`src/rtl/cic_interp.sv`:
```
// CIC interpolator: N comb stages at the input rate, zero-stuffing, N integrators
// at the full clock rate, and a power-of-two output normalisation.
module cic_interp #(
  parameter int N       = 3,
  parameter int IN_W    = 8,
  parameter int OUT_W   = 8,
  parameter int RATIO_W = 16,
  parameter int W       = IN_W + N * RATIO_W
) (
  input  logic                      clk,
  input  logic                      rst,
  input  logic [RATIO_W-1:0]        interpolation_ratio,
  input  logic signed [IN_W-1:0]    d_in,
  output logic                      d_req,
  output logic signed [OUT_W-1:0]   d_out
);

  localparam int SH_W = $clog2((N - 1) * RATIO_W + 2);

  // Normalisation shift (N-1)*ceil(log2(r)); r = 0 and r = 1 both give 0.
  function automatic logic [SH_W-1:0] calc_shift(input logic [RATIO_W-1:0] r);
    int unsigned lg;
    lg = 0;
    for (int i = 0; i < RATIO_W; i++) begin
      if (((RATIO_W+1)'(1) << i) < {1'b0, r}) lg = i + 1;
    end
    return SH_W'((N - 1) * lg);
  endfunction

  // Floor scaling: arithmetic shift then keep the low OUT_W bits (gain <= 1, so it fits).
  function automatic logic signed [OUT_W-1:0] scale_out(input logic signed [W-1:0] v,
                                                        input logic [SH_W-1:0]    s);
    logic signed [W-1:0] t;
    t = v >>> s;
    return t[OUT_W-1:0];
  endfunction

  logic [RATIO_W-1:0]  r_lat;
  logic [SH_W-1:0]     shift;
  logic [RATIO_W-1:0]  ph;

  logic signed [W-1:0] comb_p0 [N+1];
  logic signed [W-1:0] comb_dly [N];
  logic signed [W-1:0] u_p1;
  logic signed [W-1:0] integ_p2 [N];

  always_ff @(posedge clk) begin
    if (rst) begin
      r_lat <= (interpolation_ratio == '0) ? RATIO_W'(1) : interpolation_ratio;
      shift <= calc_shift(interpolation_ratio);
    end
  end

  always_ff @(posedge clk) begin
    if (rst) begin
      ph <= '0;
    end else if (ph >= r_lat - RATIO_W'(1)) begin
      ph <= '0;
    end else begin
      ph <= ph + RATIO_W'(1);
    end
  end

  assign d_req = !rst && (ph == '0);

  // Stage p0: comb chain on the accepted sample (combinational, low rate)
  always_comb begin
    comb_p0[0] = {{(W-IN_W){d_in[IN_W-1]}}, d_in};
    for (int k = 0; k < N; k++) begin
      comb_p0[k+1] = comb_p0[k] - comb_dly[k];
    end
  end

  always_ff @(posedge clk) begin
    if (rst) begin
      for (int k = 0; k < N; k++) comb_dly[k] <= '0;
    end else if (d_req) begin
      for (int k = 0; k < N; k++) comb_dly[k] <= comb_p0[k];
    end
  end

  // Stage p1: zero-stuffed comb output, non-zero for one cycle per input sample
  always_ff @(posedge clk) begin
    if (rst) begin
      u_p1 <= '0;
    end else begin
      u_p1 <= d_req ? comb_p0[N] : '0;
    end
  end

  // Stage p2: integrator chain at full rate; modulo-2^W wrap is intended
  always_ff @(posedge clk) begin
    if (rst) begin
      for (int k = 0; k < N; k++) integ_p2[k] <= '0;
    end else begin
      integ_p2[0] <= integ_p2[0] + u_p1;
      for (int k = 1; k < N; k++) integ_p2[k] <= integ_p2[k] + integ_p2[k-1];
    end
  end

  // Output register: normalised last integrator
  always_ff @(posedge clk) begin
    if (rst) begin
      d_out <= '0;
    end else begin
      d_out <= scale_out(integ_p2[N-1], shift);
    end
  end

endmodule

```
`config.mk`:
```
export PLATFORM = sky130hd
export DESIGN_NAME = cic_interp
export DESIGN_NICKNAME = d
export VERILOG_FILES = /design/src/rtl/cic_interp.sv
export SDC_FILE = /design/constraint.sdc
export NUM_CORES = 1
export LEC_CHECK = 0
export BUFFER_PORTS_ARGS = -buffer_cell sky130_fd_sc_hd__buf_2
export CORE_MARGIN = 8
export CORE_UTILIZATION = 35
export CTS_BUF_LIST = sky130_fd_sc_hd__clkbuf_8
export CTS_CLUSTER_SIZE = 12
export DETAILED_ROUTE_END_ITERATION = 16
export SLEW_MARGIN = 20
export SYNTH_ARGS = -nofsm -noshare
export SYNTH_HDL_FRONTEND = slang
export SYNTH_SLANG_ARGS = --single-unit
```
`constraint.sdc`:
```
create_clock -name clk -period 11.4 [get_ports clk]
set_input_delay 2.28 -clock clk [delete_from_list [all_inputs] [get_ports clk]]
set_output_delay 2.28 -clock clk [all_outputs]
set_load 0.005 [all_outputs]
```
# Word-level counts from Yosys, hierarchy flattened
# Memory sizes are Yosys's and may differ from the RTL's.
# Index checks and enable logic that the tools add are counted.
dict set report totals {
  register_bits 101
  latchBits 0
  ramBits 336
  romBits 0
  mem_count 2
}
# memory words width rd rd_ports_with_merged_regs write_ports line_no
set mem_list {}
lappend mem_list {comb_dly 3 56 3 0 3 43} ;# logic signed [W-1:0] comb_dly [N];
lappend mem_list {integ_p2 3 56 3 0 3 45} ;# logic signed [W-1:0] integ_p2 [N];
dict set report classes {
  add_sub_neg 8
  multipliers 0
  n_div 0
  magnitude_cmp 17
  n_eq_ne 0
  shifts 1
  muxes 27
  n_bitwise 7
  n_reduce_logical 6
}
# cell count
set op_table {}
lappend op_table {{$mux W56} 6}
lappend op_table {{$add A56 B56 Y56} 3}
lappend op_table {{$sub A56 B56 Y56} 2}
lappend op_table {{$mux W5} 14}
lappend op_table {{$sshr A56 B6 Y8} 1}
lappend op_table {{$sub A8 B56 Y56} 1}
lappend op_table {{$logic_not A16 Y1} 2}
lappend op_table {{$add A16 B1 Y16 const B} 1}
lappend op_table {{$ge A16 B16 Y1} 1}
lappend op_table {{$lt A1 B16 Y1 const A} 1}
lappend op_table {{$lt A10 B16 Y1 const A} 1}
lappend op_table {{$lt A11 B16 Y1 const A} 1}
lappend op_table {{$lt A12 B16 Y1 const A} 1}
lappend op_table {{$lt A13 B16 Y1 const A} 1}
lappend op_table {{$lt A14 B16 Y1 const A} 1}
lappend op_table {{$lt A15 B16 Y1 const A} 1}
lappend op_table {{$lt A16 B16 Y1 const A} 1}
lappend op_table {{$lt A2 B16 Y1 const A} 1}
lappend op_table {{$lt A3 B16 Y1 const A} 1}
lappend op_table {{$lt A4 B16 Y1 const A} 1}
lappend op_table {{$lt A5 B16 Y1 const A} 1}
lappend op_table {{$lt A6 B16 Y1 const A} 1}
lappend op_table {{$lt A7 B16 Y1 const A} 1}
lappend op_table {{$lt A8 B16 Y1 const A} 1}
lappend op_table {{other kinds (8)} 20}

# Logic depth before layout (Yosys ltp)
# Gate-level depths: netlist (run 1).
dict set report logic_depth {
  word_depth 16
  ltp_mapped 37
}

# Least setup slack after synthesis (run 1)
# OpenSTA, ideal clock, no wires.
dict set report synth_timing {
  path_type {input -> register}
  start {input d_in[0]}
  end {register u_p1[49]}
  setup_time_ps 128
  arrival_ps 8706
  required_ps 11272
  slack_ps 2567
  cell_stages 36
  n_path_buf 2
  cell_sequence {inv_1 -> ha_1 -> inv_1 -> fa_1 -> a21o_1 -> a21oi_1 -> o21bai_1 -> a21oi_1 -> o21bai_1 -> a21oi_1 -> inv_1 -> fa_1 -> inv_1 -> fa_1 -> inv_1 -> ha_1 -> buf_2 -> and2_0 -> clkbuf_1 -> nand2_1 -> a211oi_1 -> o21a_1 -> a21o_1 -> a21boi_1 -> xnor2_1 -> ha_1 -> a21o_1 -> a221oi_1 -> o21ai_0 -> a221oi_1 -> nand4b_1 -> o21ai_1 -> and2_1 -> a41oi_1 -> xor2_1 -> nor2_1}
}
# item line_no
set synth_rtl {}
lappend synth_rtl {{start: declaration} 13} ;# input logic signed [IN_W-1:0] d_in,
lappend synth_rtl {{end signal: assignment} 87} ;# u_p1 <= d_req ? comb_p0[N] : '0;
lappend synth_rtl {{end: declaration} 44} ;# logic signed [W-1:0] u_p1;

==> metrics list, run 1 <==
- Fraction of final layout cells with drive strength greater than 1: between 7 and 8%
* Number of buffers added to fix hold violations after cts: 0
* Die extent in x: 311 µm
- Counting instances, the worst hold path has a depth of 1.
* Post-layout nets: just under 4,000
- STA classifies the critical path startpoint as an input pin.
- The routed design could run at a clock period as short as between 9 and 10 ns.
* Clock transition time at the flip-flop clock pins of the worst setup and hold paths: 0.07 ns
* VDD IR max: ~220 µV
- The critical path crosses 35 cells after its start point.
- Count of input and output buffers: 34
- Dominant cell type by area after synthesis: dfxtp_1
- Proportion of synthesized flip-flops having asynchronous set or reset: 0%
- Broken down by cell family, the worst path's largest delay share belongs to compound AO/OA/AOI/OAI gates.
- For this design the top-level I/O count stands at 35.
- Leaving out fill and tap cells, the most frequent cells in the layout are 406 x nor2_1, 342 x a21oi_1, 290 x ha_1.
* Area enclosed by the die boundary: 0.0970 mm²
* Count of final setup violators: 0
- Entering global routing, the biggest net connects 90 pins.
- In the global route stage, overall resource usage came out at 15.3%.
* Total congestion overflow: 0
- Number of iterations in the first detailed-routing pass: 6
- The count of nets left with antenna violations once routing finished came out at 0.
* Non-filler instance count after layout: 4,784
* Total placed cells including tap cells: 4,651
* Num CTS Buffers: 72
* Final estimated routing congestion in global placement: 0.905
* Number of instances in the synthesized netlist: 3,621
* DR iter-0 viols: roughly 1,800
- Of the synthesized area, sequential elements account for between 20% and 30%.
* Final hold violation count: 0
- The number of gates resized after CTS was 0.
- Placement row count: between 100 and 150
- Critical Path Max Stage Delay: 0.45 ns
- The final critical path takes up 83.5% of the cycle.
- In this run the worst path has a maximum fanout of 10.
- Among the stages of the critical path, the cell type that occurs most often is inv_1.
- Clk sink count: 376
- Summed over all cells, the static leakage comes to 0.0144 µW.
* Area overhead of the layout relative to synthesis: 8.69%
- Vias in the first global route: 24,300
- The final-report max-slew violation count came to 0.
* Count of yosys warnings during synthesis: 0
* Worst skew pair latency: 0.68 ns
* Type of the tightest min-delay check: flop to flop
- Yosys attributes the largest share of cell area to dfxtp_1 16%, edfxtp_1 13%, ha_1 12%.
- CTS tree: yes
- The final layout contains routed wiring with a total length of 76.6 mm.
- In the routed design, unresolved DRC markers number 0.
- The number of antenna violations at the first check in global routing came to 1.
- The die is 311 µm tall.
* Worst-case reg-to-reg path depth: 33
- Average detailed-routed wire length per instance: 16.0 µm
- # H-tree levels: 3
- Synth top area share: 16.2%
- Root buf cell: clkbuf_8
- The slowest stage of the critical path belongs to the cell a221oi_1.
* Tightest slew margin relative to the limit: 38.0%
- Number of buffers between clock root and the deepest sink: 3
* Required time reported for the critical path endpoint: between 10 and 15 ns
- Status: finished, final reports clean
* Tightest Pin Transition: 0.928 ns
* Post-CTS setup buffers: 0
- Unrepaired setup endpoints after global routing: false
- Vias: 25,200
- When the netlist entered floorplanning its net count stood at 3,961.
- In this run the standard cell core region covers around 0.087 mm².
* Effective utilization at floorplan: 35.3%
- Static timing analysis puts the maximum clock frequency at 105 MHz.
- In the final timing run, aggregate negative setup slack is 0 ns.
- Main synth FF type: dfxtp_1
- Yosys mapped a number of flops with a built-in enable equal to 128.
* Yosys reg bits: 376
- Setup Skew: ~0.055 ns
* Detailed placement HPWL: between 50 and 60 mm
- Using the TritonRoute via totals, the vias-per-cell ratio works out to 5.27.
- Across the run, the number of max-cap violations was 0.
- Most common cell after layout, fill and taps aside: nor2_1
* Setup Crit Path Kind: input pin to flop
- The first global-routing pass estimated 125 mm of wire.
* Power density over the cells: 331 mW/mm²
- Synthesized cell area: 0.0306 mm²
* Worst setup EP type: flop
* Worst Path Buf+Inv: 6
- Average footprint of a synthesized cell: 8.44 µm²
* Netlist cell types: 101
- Data arrival time of the critical path: 10.04 ns
power by group:
part	switching, µW	internal, µW	leakage, µW
Sequential	213	1750	0.00336
Combinational	4500	3050	0.0102
Clock	621	849	0.000862
cells in the mapped netlist, types with 57 or more instances:
library cell  number
a21o_1           184
ha_1             290
xor2_1           123
nor2_1           406
a21oi_1          342
and2_1           112
nand4_1           57
dfxtp_1          248
nand3_1           77
clkbuf_1         134
inv_1            232
xnor2_1          137
edfxtp_1         128
nand2_1          200
o21ai_0          154
registers in the layout (all words and copies together), names as in the netlist:
register  cells
integ_p2    168
comb_dly    107
u_p1         56
ph           16
r_lat        16
d_out         8
shift         5
layer usage:
metal | up-vias | GRT usage (%) | wire (µm)
li1 | 13000 | - | -
met1 | 11600 | 20.9 | 37600
met2 | 521 | 24.3 | 33500
met3 | 163 | 2.02 | 2780
met4 | 0 | 5.80 | 2690
met5 | - | 0 | 0
stage by stage:
| step | power, µW | utilization [%] | hold WS, ns | area [µm²] | worst slack, ns |
|---|---|---|---|---|---|
| final | 11000 | 38.3 | 0.477 | 33200 | 1.88 |
| after global routing | 12000 | 38.3 | 0.536 | 33200 | 1.23 |
| after CTS | 11000 | 38.3 | 0.476 | 33200 | 1.96 |
| after detailed placement | 9460 | 36.5 | 0.462 | 31600 | 1.28 |
| after global placement | 9460 | 36.5 | 0.457 | 31600 | 1.42 |
| after floorplan | 7800 | - | 0.438 | 30600 | 2.57 |
final timing paths:
check / startpoint / to / slack, ns
setup reg to reg: comb_dly[0][0]$_SDFFCE_PN0P_ / u_p1[49]$_SDFF_PN0_ / 3.32
hold / removal: ph[0]$_SDFF_PP0_ / ph[0]$_SDFF_PP0_ / 0.48
hold reg to reg: ph[0]$_SDFF_PP0_ / ph[0]$_SDFF_PP0_ / 0.48
setup / recovery: d_in[0] / u_p1[49]$_SDFF_PN0_ / 1.88
cells by family after synthesis:
| kind of cell | Yosys count | share of synthesized area [%] |
|---|---|---|
| and+or+nand+nor | 1119 | 17.8 |
| adders and majority gates | 314 | 13.4 |
| xor gates and xnor gates | 261 | 7.53 |
| AOI/OAI and AO/OA | 1057 | 22.5 |
| muxes | 92 | 4.88 |
| buffers and inverters | 402 | 5.04 |
| DFF | 376 | 28.8 |
final cells by class:
class / count / area (µm²)
diodes: 2 / 5.00
clock buffers: 85 / 1170
clock inverters: 46 / 437
fillers: 8903 / 53400
inverters: 232 / 871
multi-input cells: 2843 / 20200
flip-flops and latches: 376 / 8810
well taps: 1155 / 1450
repair buffers: 45 / 259
No activity file was read; power rests on OpenSTA's default activity.
==> run 2, diff against run 1 <==
- ABC_AREA: default -> 1
- clock period: 11.4 -> 7.99 ns (I/O delays scaled with it)
==> run 2 against run 1 <==
  * Routed wire length up 61%
  * Worst setup slack worse by 1.2 ns
  * Area after synthesis grew 9.9%
  * Global-route usage is 7.1 points higher
  * Critical endpoint is now u_p1[37]$_SDFF_PN0_
  * Largest power group unchanged
==> metrics list, run 2 <==
- Counting cells, the worst reg-to-reg path comes to 32.
* Data arrival time of the critical path: 7.85 ns
- Counting every instance in the synthesized netlist gives roughly 5,200.
- Worst skew pair latency: 0.73 ns
* Count of input and output buffers: 34
* Detail Route Antenna Nets: 0
- After synthesis, the netlist uses 65 different library cells.
- Summing internal, switching and leakage power gives 15,200 µW.
- Highest clock frequency the design can meet: 137 MHz
* Main area contributors after synthesis: dfxtp_1 15%, nand2_1 12%, edfxtp_1 11%
- Across the routed clock network, the largest skew measured is 0.0519 ns.
- Cell occurring most often along the worst timing path: inv_1
- Summed over all cells, the static leakage comes to ~0.016 µW.
* Final hold violation count: 0
- Minimum clock period after layout: 7.27 ns
* Number of flip-flops under the largest register name: approximately 170
- Headroom to the max-slew limit came out at between 30% and 40%.
- Biggest fanout along the worst timing path: 6
- End of the worst register-to-register path: u_p1[37]$_SDFF_PN0_
- Pin count of the biggest net entering global routing: 82
* Clock transition time at the flip-flop clock pins of the worst setup and hold paths: 0.05 ns
- Worst Hold Depth: 1
* Comb pwr share: 65.1%
* Top-Level Pins: 35
- # H-tree levels: 3
- Most common cell after layout, fill and taps aside: nand2_1
- Yosys reg bits: 376
- Status: finished, final reports clean
- Synth top area share: approximately 15%
* Unrepaired setup endpoints after global routing: false
- Fraction of final layout cells with drive strength greater than 1: ~5.8%
- Detailed placement HPWL: 102 mm
- Final Util: 39.0%
* Post-route DRC violation count: 0
* Standard cell core area: 0.0950 mm²
- Sum Neg Setup Slack: 0 ns
* VDD IR max: 214 µV
- CTS tree: yes
- For the pin with the worst max-slew slack, the measured transition is 1.01 ns.
- The worst hold path belongs to the class flop to flop.
- The worst register-to-register path has a setup slack of around 1.4 ns.
- Max-cap violations in this run came to 0.
* Dominant cell type by area after synthesis: dfxtp_1
- At the placement stage, the worst setup path has a slack of 0.0604 ns.
- The first detailed-routing pass ran for 6 iterations.
- Post-cts resize count: 0
- The most common cell in the synthesized netlist is nand2_1.
- The number of antenna violations at the first check in global routing is 1.
- After the last flow step, the layout net total stands at between 5,000 and 6,000.
- STA classifies the critical path endpoint as a flop.
* Final Max Tran Viols: 0
- Sequential cells were found to cover 26.2% of the synthesized design area.
* Clock network power share: between 10 and 15%
- Combined global-route utilization of all metal layers: 22.4%
- Area overhead of the layout relative to synthesis: 10.3%
- The worst register-to-register path begins at comb_dly[0][54]$_SDFFCE_PN0P_.
- Count of yosys warnings during synthesis: 0
- Clk sink count: 376
- Number of buffers added to fix hold violations after cts: 0
- No sink is reached through more buffers than the 3 on the longest clock path.
* Post-CTS setup buffers: 0
- Internal power component: 7020 µW
- After layout, the worst path uses about nine tenths of the clock period.
* Crit start category: input pin
* Most flops, register: integ_p2
* Die extent in x: 326 µm
- Setup slack closes at just over 0.7 ns.
* Effective utilization at floorplan: 35.3%
- Largest registers in the final layout: integ_p2 x168, comb_dly x107, u_p1 x56
- Root buf cell: clkbuf_8
- After synthesis, the most frequently instantiated cells are 1,033 x nand2_1, 809 x inv_1, 782 x nor2_1.
* Required time reported for the critical path endpoint: 8.56 ns
- The floorplan step defined a die boundary enclosing 0.106 mm².
- The die is 326 µm tall.
* First-pass GRT wire length: 190 mm
- After detailed routing, the average wire length per cell comes to 18.7 µm.
- Via density: roughly 5.2
- The congestion estimate from routability-driven global placement came to 1.03.
- The detailed router finished its first iteration with 2,598 violations.
* Standard cell with the maximum stage delay on the critical path: ha_1
* Worst hold start: ph[0]$_SDFF_PP0_
- Sink of the worst hold path: ph[0]$_SDFF_PP0_
- TritonCTS created 78 clock buffers.
- Vias: 34,600
- The number of global-route vias before repair is 34,200.
- Relative contribution of sequential cells to total power: 20.5%
- Synthesis produced a netlist with a net count of 5,523.
- Average footprint of a synthesized cell: 6.48 µm²
* Fill cells: 10,400
* Count of final setup violators: 0
- Most used cells in the layout excluding fill and tap cells: 1,032 x nand2_1, 825 x inv_1, 782 x nor2_1
* Critical Path Max Stage Delay: 0.46 ns
- Power dissipated by switching net loads: 8200 µW
* Main synth FF type: dfxtp_1
* Total congestion overflow: 0
- Number of flops mapped to enable cells by yosys: 128
- Final wirelength: 123 mm
* Placement row count: between 100 and 150
* Setup Crit Path Kind: input pin to flop
- Counting flops with an async set or reset pin after synthesis yields a share of 0%.
* Switching power share of the total: 53.9%
- The synthesized netlist occupies a cell area of 0.0336 mm².
- Power density over the cells: 411 mW/mm²
run 2: changes by cell type after synthesis, sizes merged, moves of 47 or more:
cell    delta
clkbuf    -76
nor2b     -47
xnor2    -117
xor2      -50
nand2    +853
inv      +587
and2     -112
nor2     +386
o21ai    +212
a21oi    +234
a21o     -147
nand3    +110
run 2: how the worst max path moves through the flow:
stage | slack (ns) | depth (start not counted) | end | startpoint
finish | 0.72 | 38 | u_p1[37]$_SDFF_PN0_ | d_in[0]
global route | 0.19 | 40 | u_p1[54]$_SDFF_PN0_ | d_in[0]
CTS | 0.84 | 38 | u_p1[37]$_SDFF_PN0_ | d_in[0]
detailed placement | 0.06 | 38 | u_p1[37]$_SDFF_PN0_ | d_in[0]
global placement | -0.03 | 39 | u_p1[38]$_SDFF_PN0_ | d_in[0]
floorplan | 1.15 | 39 | u_p1[51]$_SDFF_PN0_ | d_in[0]
run 2: power by group through the flow:
| stage | combinational (µW) | clock (µW) | sequential, µW |
|---|---|---|---|
| floorplan | 6660 | 0 | 2850 |
| global placement | 9720 | 0 | 3140 |
| detailed placement | 9700 | 0 | 3140 |
| CTS | 9750 | 2260 | 3100 |
| global route | 11000 | 2340 | 3160 |
| finish | 9900 | 2200 | 3120 |
run 2: area by class of cell:
class	instances	area, µm²	share of cell area, %
Sequential cell	376	8810	23.8
Antenna cell	1	2.50	0.00676
Clock inverter	47	368	0.993
Timing Repair Buffer	87	571	1.54
Tap cell	1265	1580	4.27
Clock buffer	92	1270	3.42
Multi-Input combinational cell	3904	21300	57.6
Inverter	822	3090	8.35
run 2: through the flow:
step / instance area, µm² / std cells / hold slack, ns
6_report: 37000 / 6594 / 0.466
4_1_cts: 37000 / 6593 / 0.470
3_5_place_dp: 35400 / 6454 / 0.456
3_3_place_gp: 35400 / 6454 / 0.447
2_1_floorplan: 33600 / 5183 / 0.430
5_1_grt: 37000 / 6594 / 0.497
run 2: logic make-up (layout without fill, tap and decap cells):
logic type               after synthesis  after routing  synth area share [%]
adder cells (fa/ha/maj)              314            314                  12.2
buffers and inverters                903           1048                  10.2
multiplexers                          13             13                 0.388
AO/OA/AOI/OAI                       1263           1263                  21.1
flip-flops                           376            376                  26.2
other                                  0              1                     0
AND/OR/NAND/NOR                     2221           2221                  27.4
XOR/XNOR                              93             93                  2.43
run 2: critical path: cells and delay by family:
| family | cells | cell delay [ns] |
|---|---|---|
| buf+inv | 11 | 0.87 |
| xor+xnor | 2 | 0.67 |
| fa+ha+maj | 6 | 2.11 |
| simple gates | 16 | 2.03 |
| compound gates | 3 | 0.58 |
run 2: routing by layer:
| metal | GRT usage, % | vias to the layer above | part of all wire (%) |
|---|---|---|---|
| li1 | - | 17400 | - |
| met3 | 2.73 | 356 | 4.0 |
| met5 | 0 | - | 0 |
| met2 | 39.8 | 977 | 48 |
| met1 | 25.9 | 15900 | 42 |
| met4 | 12.7 | 0 | 6.3 |
==> run 3, diff against run 2 <==
- CELL_PAD_IN_SITES_DETAIL_PLACEMENT: default -> 1
- CELL_PAD_IN_SITES_GLOBAL_PLACEMENT: default -> 1
- PLACE_DENSITY: default -> 0.73
==> run 3 against run 2 <==
  * Clock skew fell by 0.015 ns
  * Register-to-register slack got worse by 0.33 ns
  * Final cell count rose by 0.58%
  * Critical endpoint is now u_p1[38]$_SDFF_PN0_
  * Largest power group unchanged
==> metrics list, run 3 (same netlist as run 2, synthesis figures left out) <==
- End of the worst register-to-register path: u_p1[38]$_SDFF_PN0_
* Post-CTS setup buffers: 0
- Placement row count: about 110
- The post-route netlist has 6.39% of its cells at a drive strength greater than 1.
* Clk sink count: about 380
- Final estimated routing congestion in global placement: 0.972
* Sink of the worst hold path: ph[0]$_SDFF_PP0_
* VDD IR max: 206 µV
- The completed layout was analyzed and its total power is 16,000 µW.
- Clock transition time at the flip-flop clock pins of the worst setup and hold paths: 0.06 ns
- Along the worst hold path, the cell count comes to 1.
- Post-route DRC violation count: 0
- Setup violations remaining at the end of the flow were counted as 0.
- Number of violations of the max-capacitance limit: 0
- Most flops, register: integ_p2
- The first global-routing pass estimated 212 mm of wire.
* Critical Path Max Stage Delay: 0.46 ns
* Die extent in y: 326 µm
- Vias in the first global route: 36,000
* Sum Neg Setup Slack: 0 ns
- Type of the tightest min-delay check: flop to flop
- Global routing used 25.0% of the available tracks across all layers.
- Average detailed-routed wire length per instance: 20.8 µm
- Summed over all cells, the static leakage comes to 0.0167 µW.
- Setup Skew: roughly 0.037 ns
- Pin count of the biggest net entering global routing: 97
- Buffers placed on the I/O ports in this run total 34.
* PnR worst setup slack: about 0.4 ns
* Root buf cell: clkbuf_8
- In the layout the commonest cells are 1,032 x nand2_1, 832 x inv_1, 782 x nor2_1.
- The final-report max-slew violation count was 0.
* Required time reported for the critical path endpoint: 8.59 ns
- Die extent in x: roughly 330 µm
- Worst skew pair latency: between 0.7 and 0.8 ns
- The number of antenna violations at the first check in global routing was 5.
- Biggest fanout along the worst timing path: 8
- Detailed placement HPWL: 115 mm
- Leaving out fill and tap cells, the most frequent cell in the layout is nand2_1.
* Unrepaired setup endpoints after global routing: false
- Tightest slew margin relative to the limit: between 30% and 40%
- For this run, the detailed router's first-pass iteration total came to 6.
* Final hold violation count: 0
* Largest delay share family, worst path: adder cells
* Post-placement worst setup slack: -0.221 ns
- Once detail routing completed, the nets flagged for antenna violations numbered 0.
- Fill cells: 12,700
- After detailed routing, the number of vias per cell comes to approximately 5.4.
- Non-filler instance count after layout: around 6,600
* DR iter-0 viols: 2,644
- Summed over all layers, the global routing overflow is 0.
- For this design the ratio of total power to cell area is 430 mW/mm².
* R2r startpoint: comb_dly[0][0]$_SDFFCE_PN0P_
* Multi-input gate area: 0.0213 mm²
- Minimum clock period after layout: 7.58 ns
- Setup Crit Path Kind: input pin to flop
* CTS tree: yes
- Tightest Pin Transition: 1.03 ns
* Register-to-register path setup slack: 1.09 ns
- Vias: 35,700
- Summing all flip-flop and latch instances after layout gives 0.00881 mm².
- Relative to the synthesized area, the layout overhead comes to 11.2%.
- Counting cells, the worst reg-to-reg path comes to 32.
- The worst setup path is captured at a flop.
- Highest clock frequency the design can meet: 132 MHz
- Post-cts resize count: 0
- Effective utilization at floorplan: about a third
- Crit start category: input pin
- Total placed cells including tap cells: around 6,500
- The region available for standard cell placement spans ~0.095 mm².
* Cell occurring most often along the worst timing path: inv_1
* Number of flip-flops under the largest register name: between 150 and 200
* Number of buffers added to fix hold violations after cts: 0
- The floorplan step defined a die boundary enclosing 0.106 mm².
- Worst hold start: ph[0]$_SDFF_PP0_
- Worst Path Buf+Inv: 10
- Post-layout nets: 5,642
- # H-tree levels: 3
* Status: finished, final reports clean
* Data arrival time of the critical path: slightly above 8 ns
* Num CTS Buffers: 80
* Standard cell with the maximum stage delay on the critical path: a21oi_1
- The clock passes through at most 3 buffers.
- Summed over all layers, the routed wires come to 138 mm.
* Top-Level Pins: 35
- Part of the cycle the worst path needs: a little over nine tenths
* Largest registers in the final layout: integ_p2 x168, comb_dly x107, u_p1 x56
-- run 3: changes by cell type in the layout (fill, tap and decap cells not counted), sizes merged --
cell	change
buf	+31
inv	+6
clkinv	-3
clkbuf	+2
clkinvlp	+1
diode	+1
-- run 3: area by class of cell --
cell class                      instances  area share (%)
Antenna cell                            2          0.0134
Clock buffer                           94            3.47
Clock inverter                         51           0.999
Inverter                              822            8.29
Multi-Input combinational cell       3904            57.2
Sequential cell                       376            23.6
Tap cell                             1265            4.24
Timing Repair Buffer                  118            2.19
-- run 3: stage by stage --
step                hold slack, ns  area, µm²  utilization [%]
global route                 0.506      37300             39.3
global placement             0.446      35600             37.5
finish                       0.470      37300             39.3
CTS                          0.485      37300             39.3
floorplan                    0.430      33600                -
detailed placement           0.472      35600             37.5
-- run 3: worst max path at each step --
| stage | from | endpoint | slack (ns) | cells past startpoint |
|---|---|---|---|---|
| finish | d_in[0] | u_p1[38]$_SDFF_PN0_ | 0.41 | 34 |
| global route | d_in[0] | u_p1[54]$_SDFF_PN0_ | 0.04 | 37 |
| CTS | d_in[0] | u_p1[54]$_SDFF_PN0_ | 0.57 | 37 |
| detailed placement | d_in[0] | u_p1[54]$_SDFF_PN0_ | -0.22 | 37 |
| global placement | d_in[0] | u_p1[38]$_SDFF_PN0_ | -0.19 | 35 |
| floorplan | d_in[0] | u_p1[51]$_SDFF_PN0_ | 1.15 | 39 |
-- run 3: layer usage --
layer	vias to the layer above	global-route usage [%]	part of all wire [%]	routed length, µm
met5	-	0	0.0094	13
met2	906	40.8	45	61700
met3	230	3.52	5.4	7450
li1	17400	-	-	-
met1	17200	33.9	46	64100
met4	2	8.30	3.4	4720
-- run 3: where the power goes --
part | internal (µW) | switching, µW | leakage [µW] | total (µW)
logic | 3390 | 7210 | 0.0123 | 10600
registers | 2600 | 572 | 0.00341 | 3170
clock network | 1240 | 1020 | 0.000952 | 2250
